===== src/rtl/mem_access_requester.sv =====
// MEM-stage initiator for the data memory: address check, req/ack handshake
// toward a multi-cycle responder, pipeline freeze and ack timeout.
module mem_access_requester #(
  parameter int unsigned BaseAddr      = 1024,
  parameter int unsigned WordCount     = 64,
  parameter int unsigned AdrWidth      = 6,
  parameter int unsigned TimeoutCycles = 15
) (
  input  logic                clk,
  input  logic                rst,
  input  logic                MEM_R_ENIn,
  input  logic                MEM_W_ENIn,
  input  logic [31:0]         ALU_ResIn,
  input  logic [31:0]         Value_RmIn,
  output logic                freeze,
  output logic [31:0]         resultOut,
  output logic                result_valid,
  output logic                mem_req,
  output logic                mem_we,
  output logic [AdrWidth-1:0] mem_adr,
  output logic [31:0]         mem_wdata,
  input  logic                mem_ack,
  input  logic [31:0]         mem_rdata,
  output logic                err_range,
  output logic                err_timeout
);

  localparam logic [31:0] BaseAddrW   = 32'(BaseAddr);
  localparam logic [31:0] SpanBytes   = 32'(4 * WordCount);
  localparam logic [7:0]  TimeoutLast = 8'(TimeoutCycles - 1);

  typedef enum logic [1:0] {
    IDLE = 2'd0,
    BUSY = 2'd1,
    DONE = 2'd2
  } state_t;

  state_t state, stateNext;

  logic                op;
  logic                addrLegal;
  logic [31:0]         byteOffset;
  logic [7:0]          timer, timerNext;
  logic                reqNext, weNext, validNext, errRangeNext, errTimeoutNext;
  logic [AdrWidth-1:0] adrNext;
  logic [31:0]         wdataNext, resultNext;

  assign op         = MEM_R_ENIn | MEM_W_ENIn;
  assign byteOffset = ALU_ResIn - BaseAddrW;
  // Unsigned wrap makes addresses below BaseAddr compare as huge offsets,
  // so a single compare covers both range bounds.
  assign addrLegal  = (byteOffset < SpanBytes) && (ALU_ResIn[1:0] == 2'b00);
  assign freeze     = op && (state != DONE) && !rst;

  always_comb begin
    stateNext      = state;
    reqNext        = mem_req;
    weNext         = mem_we;
    adrNext        = mem_adr;
    wdataNext      = mem_wdata;
    resultNext     = resultOut;
    timerNext      = timer;
    validNext      = 1'b0;
    errRangeNext   = 1'b0;
    errTimeoutNext = 1'b0;
    case (state)
      IDLE: begin
        if (op) begin
          if (addrLegal) begin
            reqNext   = 1'b1;
            weNext    = MEM_W_ENIn;
            adrNext   = byteOffset[AdrWidth+1:2];
            wdataNext = Value_RmIn;
            timerNext = '0;
            stateNext = BUSY;
          end else begin
            errRangeNext = 1'b1;
            if (!MEM_W_ENIn) begin
              resultNext = '0;
              validNext  = 1'b1;
            end
            stateNext = DONE;
          end
        end
      end
      BUSY: begin
        if (mem_ack) begin
          reqNext = 1'b0;
          if (!mem_we) begin
            resultNext = mem_rdata;
            validNext  = 1'b1;
          end
          stateNext = DONE;
        end else if (timer == TimeoutLast) begin
          reqNext        = 1'b0;
          errTimeoutNext = 1'b1;
          if (!mem_we) begin
            resultNext = '0;
            validNext  = 1'b1;
          end
          stateNext = DONE;
        end else begin
          timerNext = timer + 8'd1;
        end
      end
      DONE:    stateNext = IDLE;
      default: stateNext = IDLE;
    endcase
  end

  always_ff @(posedge clk) begin
    if (rst) begin
      state        <= IDLE;
      mem_req      <= 1'b0;
      mem_we       <= 1'b0;
      mem_adr      <= '0;
      mem_wdata    <= '0;
      resultOut    <= '0;
      result_valid <= 1'b0;
      err_range    <= 1'b0;
      err_timeout  <= 1'b0;
      timer        <= '0;
    end else begin
      state        <= stateNext;
      mem_req      <= reqNext;
      mem_we       <= weNext;
      mem_adr      <= adrNext;
      mem_wdata    <= wdataNext;
      resultOut    <= resultNext;
      result_valid <= validNext;
      err_range    <= errRangeNext;
      err_timeout  <= errTimeoutNext;
      timer        <= timerNext;
    end
  end

endmodule


===== config.mk =====
export PLATFORM = sky130hd
export DESIGN_NAME = mem_access_requester
export DESIGN_NICKNAME = d
export VERILOG_FILES = /design/src/rtl/mem_access_requester.sv
export SDC_FILE = /design/constraint.sdc
export NUM_CORES = 1
export LEC_CHECK = 0
export ABC_AREA = 1
export BUFFER_PORTS_ARGS = -buffer_cell sky130_fd_sc_hd__buf_2
export CORE_AREA = 2 2 94 96
export CTS_CLUSTER_DIAMETER = 40
export DETAILED_ROUTE_END_ITERATION = 10
export DIE_AREA = 0 0 96 98
export PLACE_DENSITY = 0.87
export SETUP_SLACK_MARGIN = 0.3
export SYNTH_ARGS = -nofsm -noshare
export SYNTH_HDL_FRONTEND = slang
export SYNTH_SLANG_ARGS = --single-unit

===== constraint.sdc =====
create_clock -name clk -period 6.2 [get_ports clk]
set_clock_uncertainty 0.2 [all_clocks]
set_input_delay 0.62 -clock clk [delete_from_list [all_inputs] [get_ports clk]]
set_output_delay 0.62 -clock clk [all_outputs]
set_load 0.005 [all_outputs]

==> results of run 1 <==
[registers in the layout (all words and copies together), names as in the netlist]
name          count
result_valid      1
mem_we            1
resultOut        32
mem_wdata        32
err_timeout       1
err_range         1
state             2
timer             8
mem_req           1
mem_adr           6
[layout by cell type, fill, tap and decap left out, types with 2 or more instances in the layout]
cell type,netlist,layout
nand4_1,4,4
dfxtp_1,85,85
clkinv_1,3,2
nand3_2,2,2
ha_1,2,2
o21ai_0,20,20
nor3_1,3,3
nor2_2,4,5
nand2_1,147,147
nand3_1,20,20
clkbuf_8,0,10
nor2_1,185,184
inv_2,2,3
a21oi_1,10,10
nor2_4,5,5
xor2_1,3,3
xnor2_1,3,3
inv_1,22,22
bufinv_16,0,3
nand2_2,4,4
o21ai_1,22,22
buf_2,8,176
[final timing paths]
kind / cells past startpoint / start / end / slack, ns
hold reg to reg: 2 / mem_req / mem_req / 0.28
hold / removal: 2 / mem_ack / err_timeout / 0.26
setup / recovery: 13 / ALU_ResIn[17] / mem_we / 3.00
setup reg to reg: 15 / timer[0] / resultOut[8] / 3.46
[routing by layer]
metal | vias up | share of wire (%)
li1 | 2125 | -
met1 | 1736 | 46
met2 | 141 | 44
met3 | 12 | 8.7
met4 | 2 | 1.1
met5 | - | 0.14
[cells in the mapped netlist]
library cell / instances / share of area, %
xor2_1: 3 / 0.67
buf_2: 8 / 1.0
nor2_2: 4 / 0.64
clkbuf_2: 1 / 0.13
o21ai_0: 20 / 2.6
clkinv_1: 3 / 0.29
xnor2_1: 3 / 0.67
dfxtp_1: 85 / 44
nand3_1: 20 / 2.6
nand4_1: 4 / 0.64
a211oi_1: 1 / 0.19
nor3_4: 1 / 0.42
nor3b_1: 1 / 0.19
buf_12: 2 / 1.0
nand3_2: 2 / 0.51
clkbuf_1: 10 / 0.96
o21bai_1: 1 / 0.19
inv_2: 2 / 0.19
nor3_1: 3 / 0.38
nand3b_4: 1 / 0.51
nand2_2: 4 / 0.64
buf_8: 1 / 0.38
nor4_1: 1 / 0.16
a21oi_1: 10 / 1.3
nand3b_1: 1 / 0.19
a31oi_1: 1 / 0.16
nand2_1: 147 / 14
inv_1: 22 / 2.1
ha_1: 2 / 0.64
o21ai_1: 22 / 2.8
nor2_1: 185 / 18
nor2_4: 5 / 1.4
buf_6: 3 / 0.86
and2_1: 1 / 0.16
[through the flow]
| step | util (%) | cell area [um2] |
|---|---|---|
| after floorplan | - | 3910 |
| after global placement | 56.28 | 4765 |
| after detailed placement | 56.28 | 4765 |
| after CTS | 59.16 | 5009 |
| after global routing | 59.16 | 5009 |
| final | 59.16 | 5009 |
[layout make-up]
cell class,count,area (um2),share of cell area [%]
clock buffer,10,137.6,2.748
clock inverter,5,106.4,2.123
inverter,27,101.3,2.023
multi-input combinational,443,1938,38.70
sequential,85,1702,33.97
tap,108,135.1,2.698
timing repair buffer,177,888.4,17.74
[worst max-delay path, cell delays in order]
cell and delay (ns):
buf_2 0.11, nor2_2 0.16, nand2_2 0.11, nor2_1 0.15, nand2_1 0.09, xor2_1 0.14
nand3_1 0.13, nor2_4 0.16, nand3_2 0.11, nor2_4 0.65, inv_2 0.50, nand2_1 0.18
a21oi_1 0.08
[power breakdown]
part | switching, mW | internal (mW)
sequential | 0.00829 | 0.564
clock | 0.201 | 0.278
combinational | 0.0741 | 0.0596
[logic make-up after synthesis]
kind of cell             Yosys count
flip-flops                        85
buffers and inverters             52
AND/OR/NAND/NOR                  380
adder cells (fa/ha/maj)            2
AO/OA/AOI/OAI                     55
XOR/XNOR                           6
==> out/qor.csv, run 1 <==
metric,value,unit
grtUsageMet1,25.06,%
place_hpwl,6837,um
grt_use_total,20.04,%
arrival,3.22,ns
power,1.185,mW
synth-simple-area-share,40.32,%
clock_sinks,85,
wl_per_cell,11.22,um
area_delta_synth_final,28.10,%
synth_xor_area_share,1.344,%
gr-total-overflow,0,
avgSynthCellArea,6.741,um2
rsz0062_at_grt,no,
setup_tns,0,ns
fin_ws,3.004,ns
setup_viol,0,
pre_cts_ws,2.633,ns
synth_cells,580,
final_hold_viol_count,0,
synth_top_family_by_area,simple AND/OR/NAND/NOR gates,
period_share,51.56,%
hold_path.class,in -> reg,
p_leak,2.568,nW
drt-initial-drc-count,122,
antenna_found_initial,1,
status,"complete, no violations",
cts_buffers,9,
drv_slew,0,
clk_latency,0.34,ns
post-route-drc-count,0,
seq_area_frac_synth,43.52,%
grt_max_degree,72,
die_h,98,um
io_pins,177,
via_count,4016,
tightest_slew,1.065,ns
die_area,9408,um2
clk_path_buf_depth,2,
met2_usage,33.33,%
nets,846,
dp.cells,840,
max_freq,312.8,MHz
drtAntennaViolNets,0,
synth_compound_area_share,7.200,%
whs,0.2596,ns
clkTransAtPathRegs,0.08,ns
cts_root_buf,clkbuf_8,
ir_drop,0.1456,mV
critical_path_class,in -> reg,
power.density,236.6,nW/um2
cts_resized,0,
synth-seq-cells,85,
wl,9590,um
fp-row-count,34,
start_util,46.19,%
startpoint_type,primary input,
maxSlewHeadroom,28.99,%
endpoint_kind,flop,
placement.io_buffers,176,
gr-usage-met3,6.481,%
cts_setup_buffers,0,
fin_crit,3.196,ns
dr.pass1.iters,4,
first_global_vias,3592,
syn_area,3910,um2
diodes,0,
fillers,832,
dieWidth,96,um
synth.mux.area_fraction,0,%
ys_warn_count,0,
synthAdderAreaFrac,0.6400,%
cp.required,6.22,ns
worstPathMaxFanout,41,
vias_per_cell,4.697,
place_congestion,0.9399,
grt_pass1_wl,15460,um
cts_hold_buf,0,
drive_gt1_share,28.51,%
tritoncts,done,
ys_types,34,
stdcell_count,855,
maxCapViolations,0,
coreArea,8466,um2
cts_max_level,3,
synth_nets,683,
top_usage_layer,met2,
Note: power is estimated with default switching activity, not from simulation.
==> inputs of run 2 (changes only) <==
--- a/config.mk
+++ b/config.mk
@@ -7,11 +7,11 @@
 export LEC_CHECK = 0
 export ABC_AREA = 1
 export BUFFER_PORTS_ARGS = -buffer_cell sky130_fd_sc_hd__buf_2
-export CORE_AREA = 2 2 94 96
+export CORE_AREA = 2 2 99 101
 export CTS_CLUSTER_DIAMETER = 40
 export DETAILED_ROUTE_END_ITERATION = 10
-export DIE_AREA = 0 0 96 98
-export PLACE_DENSITY = 0.87
+export DIE_AREA = 0 0 101 103
+export PLACE_DENSITY = 0.83
 export SETUP_SLACK_MARGIN = 0.3
 export SYNTH_ARGS = -nofsm -noshare
 export SYNTH_HDL_FRONTEND = slang
==> constraint.sdc (replaced) <==
create_clock -name clk -period 2.7 [get_ports clk]
set_clock_uncertainty 0.2 [all_clocks]
set_input_delay 0.27 -clock clk [delete_from_list [all_inputs] [get_ports clk]]
set_output_delay 0.27 -clock clk [all_outputs]
set_load 0.005 [all_outputs]
==> out/qor.csv, run 2 (same netlist as run 1, synthesis figures left out) <==
metric,value,unit
status,"complete, no violations",
fp-row-count,36,
tritoncts,done,
clk_latency,0.34,ns
min_path_cells,5,
reg_top3,"mem_wdata (32), resultOut (32), timer (8)",
hold_path.class,in -> reg,
drive_gt1_share,28.21,%
nets,893,
power.density,506.4,nW/um2
maxSlewHeadroom,52.96,%
placement.io_buffers,176,
critical_path_class,reg -> reg,
place_congestion,0.8984,
antenna_found_initial,0,
min_from,mem_rdata[7],
max_freq,456.6,MHz
stdcell_count,908,
rsz0062_at_grt,no,
arrival,2.23,ns
dp.cells,851,
grt_pass1_wl,16720,um
start_util,41.34,%
dr.pass1.iters,4,
worstPathMaxFanout,16,
clk_path_buf_depth,2,
reg2reg_depth,16,
die_area,10400,um2
final_hold_viol_count,0,
slowest_delay,0.35,ns
startpoint_type,flop,
via_count,4275,
fin_crit,2.190,ns
coreArea,9459,um2
place_hpwl,7076,um
cp_common_cell,nand2_1,
drv_slew,0,
cts_root_buf,clkbuf_8,
cp_slowest_cell,dfxtp_1,
drt-initial-drc-count,108,
p_leak,2.790,nW
fillers,906,
setup_viol,0,
io_pins,177,
r2r-start,timer[0],
die_h,103,um
wl,11090,um
drtAntennaViolNets,0,
grt_max_degree,65,
hold_end,resultOut[7],
post-route-drc-count,0,
cts_buffers,9,
cts_setup_buffers,0,
diodes,0,
gr-total-overflow,0,
setup_tns,0,ns
clock_sinks,85,
crit_start,timer[0],
grt_use_total,19.81,%
power,2.797,mW
endpoint_kind,flop,
reg2reg_slack,0.51,ns
final_cell_mix,"nor2_1, buf_2, nand2_1, dfxtp_1, dlygate4sd3_1",
period_share,81.11,%
cts_max_level,3,
cp.required,2.74,ns
vias_per_cell,4.708,
dieWidth,101,um
layout_commonest_cell,nor2_1,
ir_drop,0.2825,mV
tightest_slew,0.7046,ns
worstPathCellList,"inv_2, ha_1, inv_1, nor3_1, nand2_1, nand2_2, nor2_1, inv_1, nand3_1, a31oi_1, nand2_1, inv_4, clkbuf_16, nand2_1, nand2_1, nor2_1",
area_delta_synth_final,41.28,%
maxCapViolations,0,
clkTransAtPathRegs,0.09,ns
wl_per_cell,12.22,um
first_global_vias,3830,
r2r-end,resultOut[26],
## run 2: changes by cell type in the layout (fill, tap and decap cells not counted)
cell,previous run,this run
buf_4,1,5
buf_6,0,1
dfxtp_1,85,84
buf_12,0,1
dfxtp_2,0,1
nand2_1,147,146
nand2_2,4,5
dlygate4sd3_1,0,39
clkbuf_16,0,2
inv_4,0,1
inv_1,22,21
## run 2: stage by stage
step	cell area (um2)	hold WS (ns)	utilization, %	setup WS (ns)
2_1_floorplan	3910	0.1468	-	0.7018
3_3_place_gp	4822	0.2495	50.98	0.3162
3_5_place_dp	4822	0.2566	50.98	0.1903
4_1_cts	5456	0.01275	57.69	0.4183
5_1_grt	5524	0.02048	58.40	0.3183
6_report	5524	0.02813	58.40	0.5100
## run 2: where the power goes
part / total (mW) / internal (mW) / switching, mW
Clock: 1.09 / 0.639 / 0.456
Sequential: 1.32 / 1.30 / 0.0197
Combinational: 0.387 / 0.194 / 0.194
Total: 2.80 / 2.13 / 0.669
## run 2: layout make-up
class	instances	area, um2	share of cell area, %
Inverter	27	103.9	1.880
Tap cell	114	142.6	2.582
Timing Repair Buffer	224	1390	25.16
Sequential cell	85	1703	30.83
Multi-Input combinational cell	443	1941	35.13
Clock inverter	5	106.4	1.925
Clock buffer	10	137.6	2.492
## run 2: how the worst max path moves through the flow
stage,to,slack (ns),cells past startpoint
global placement,timer[0],0.32,13
floorplan,mem_wdata[0],0.70,13
CTS,resultOut[2],0.42,16
finish,resultOut[26],0.51,16
global route,resultOut[19],0.32,16
detailed placement,timer[0],0.19,13
## run 2: metal layers
metal,up-vias,global-route usage [%],wire (um)
met3,28,4.949,691
li1,2221,-,-
met1,1876,23.54,4796
met5,-,0,0
met2,150,34.26,5338
met4,0,8.316,266
## run 2: worst max-delay path: cells and delay by family (launching register included)
family	cells	cell delay (ns)
adders and majority gates	1	0.15
AOI/OAI and AO/OA	1	0.14
buffers and inverters	5	0.54
and+or+nand+nor	9	0.70
DFF	1	0.35
## run 2: repair_timing
item                       CTS  global route
hold buffers                39             0
setup endpoints to repair    0            32
hold endpoints to repair    39             0
gates resized for setup      0             4
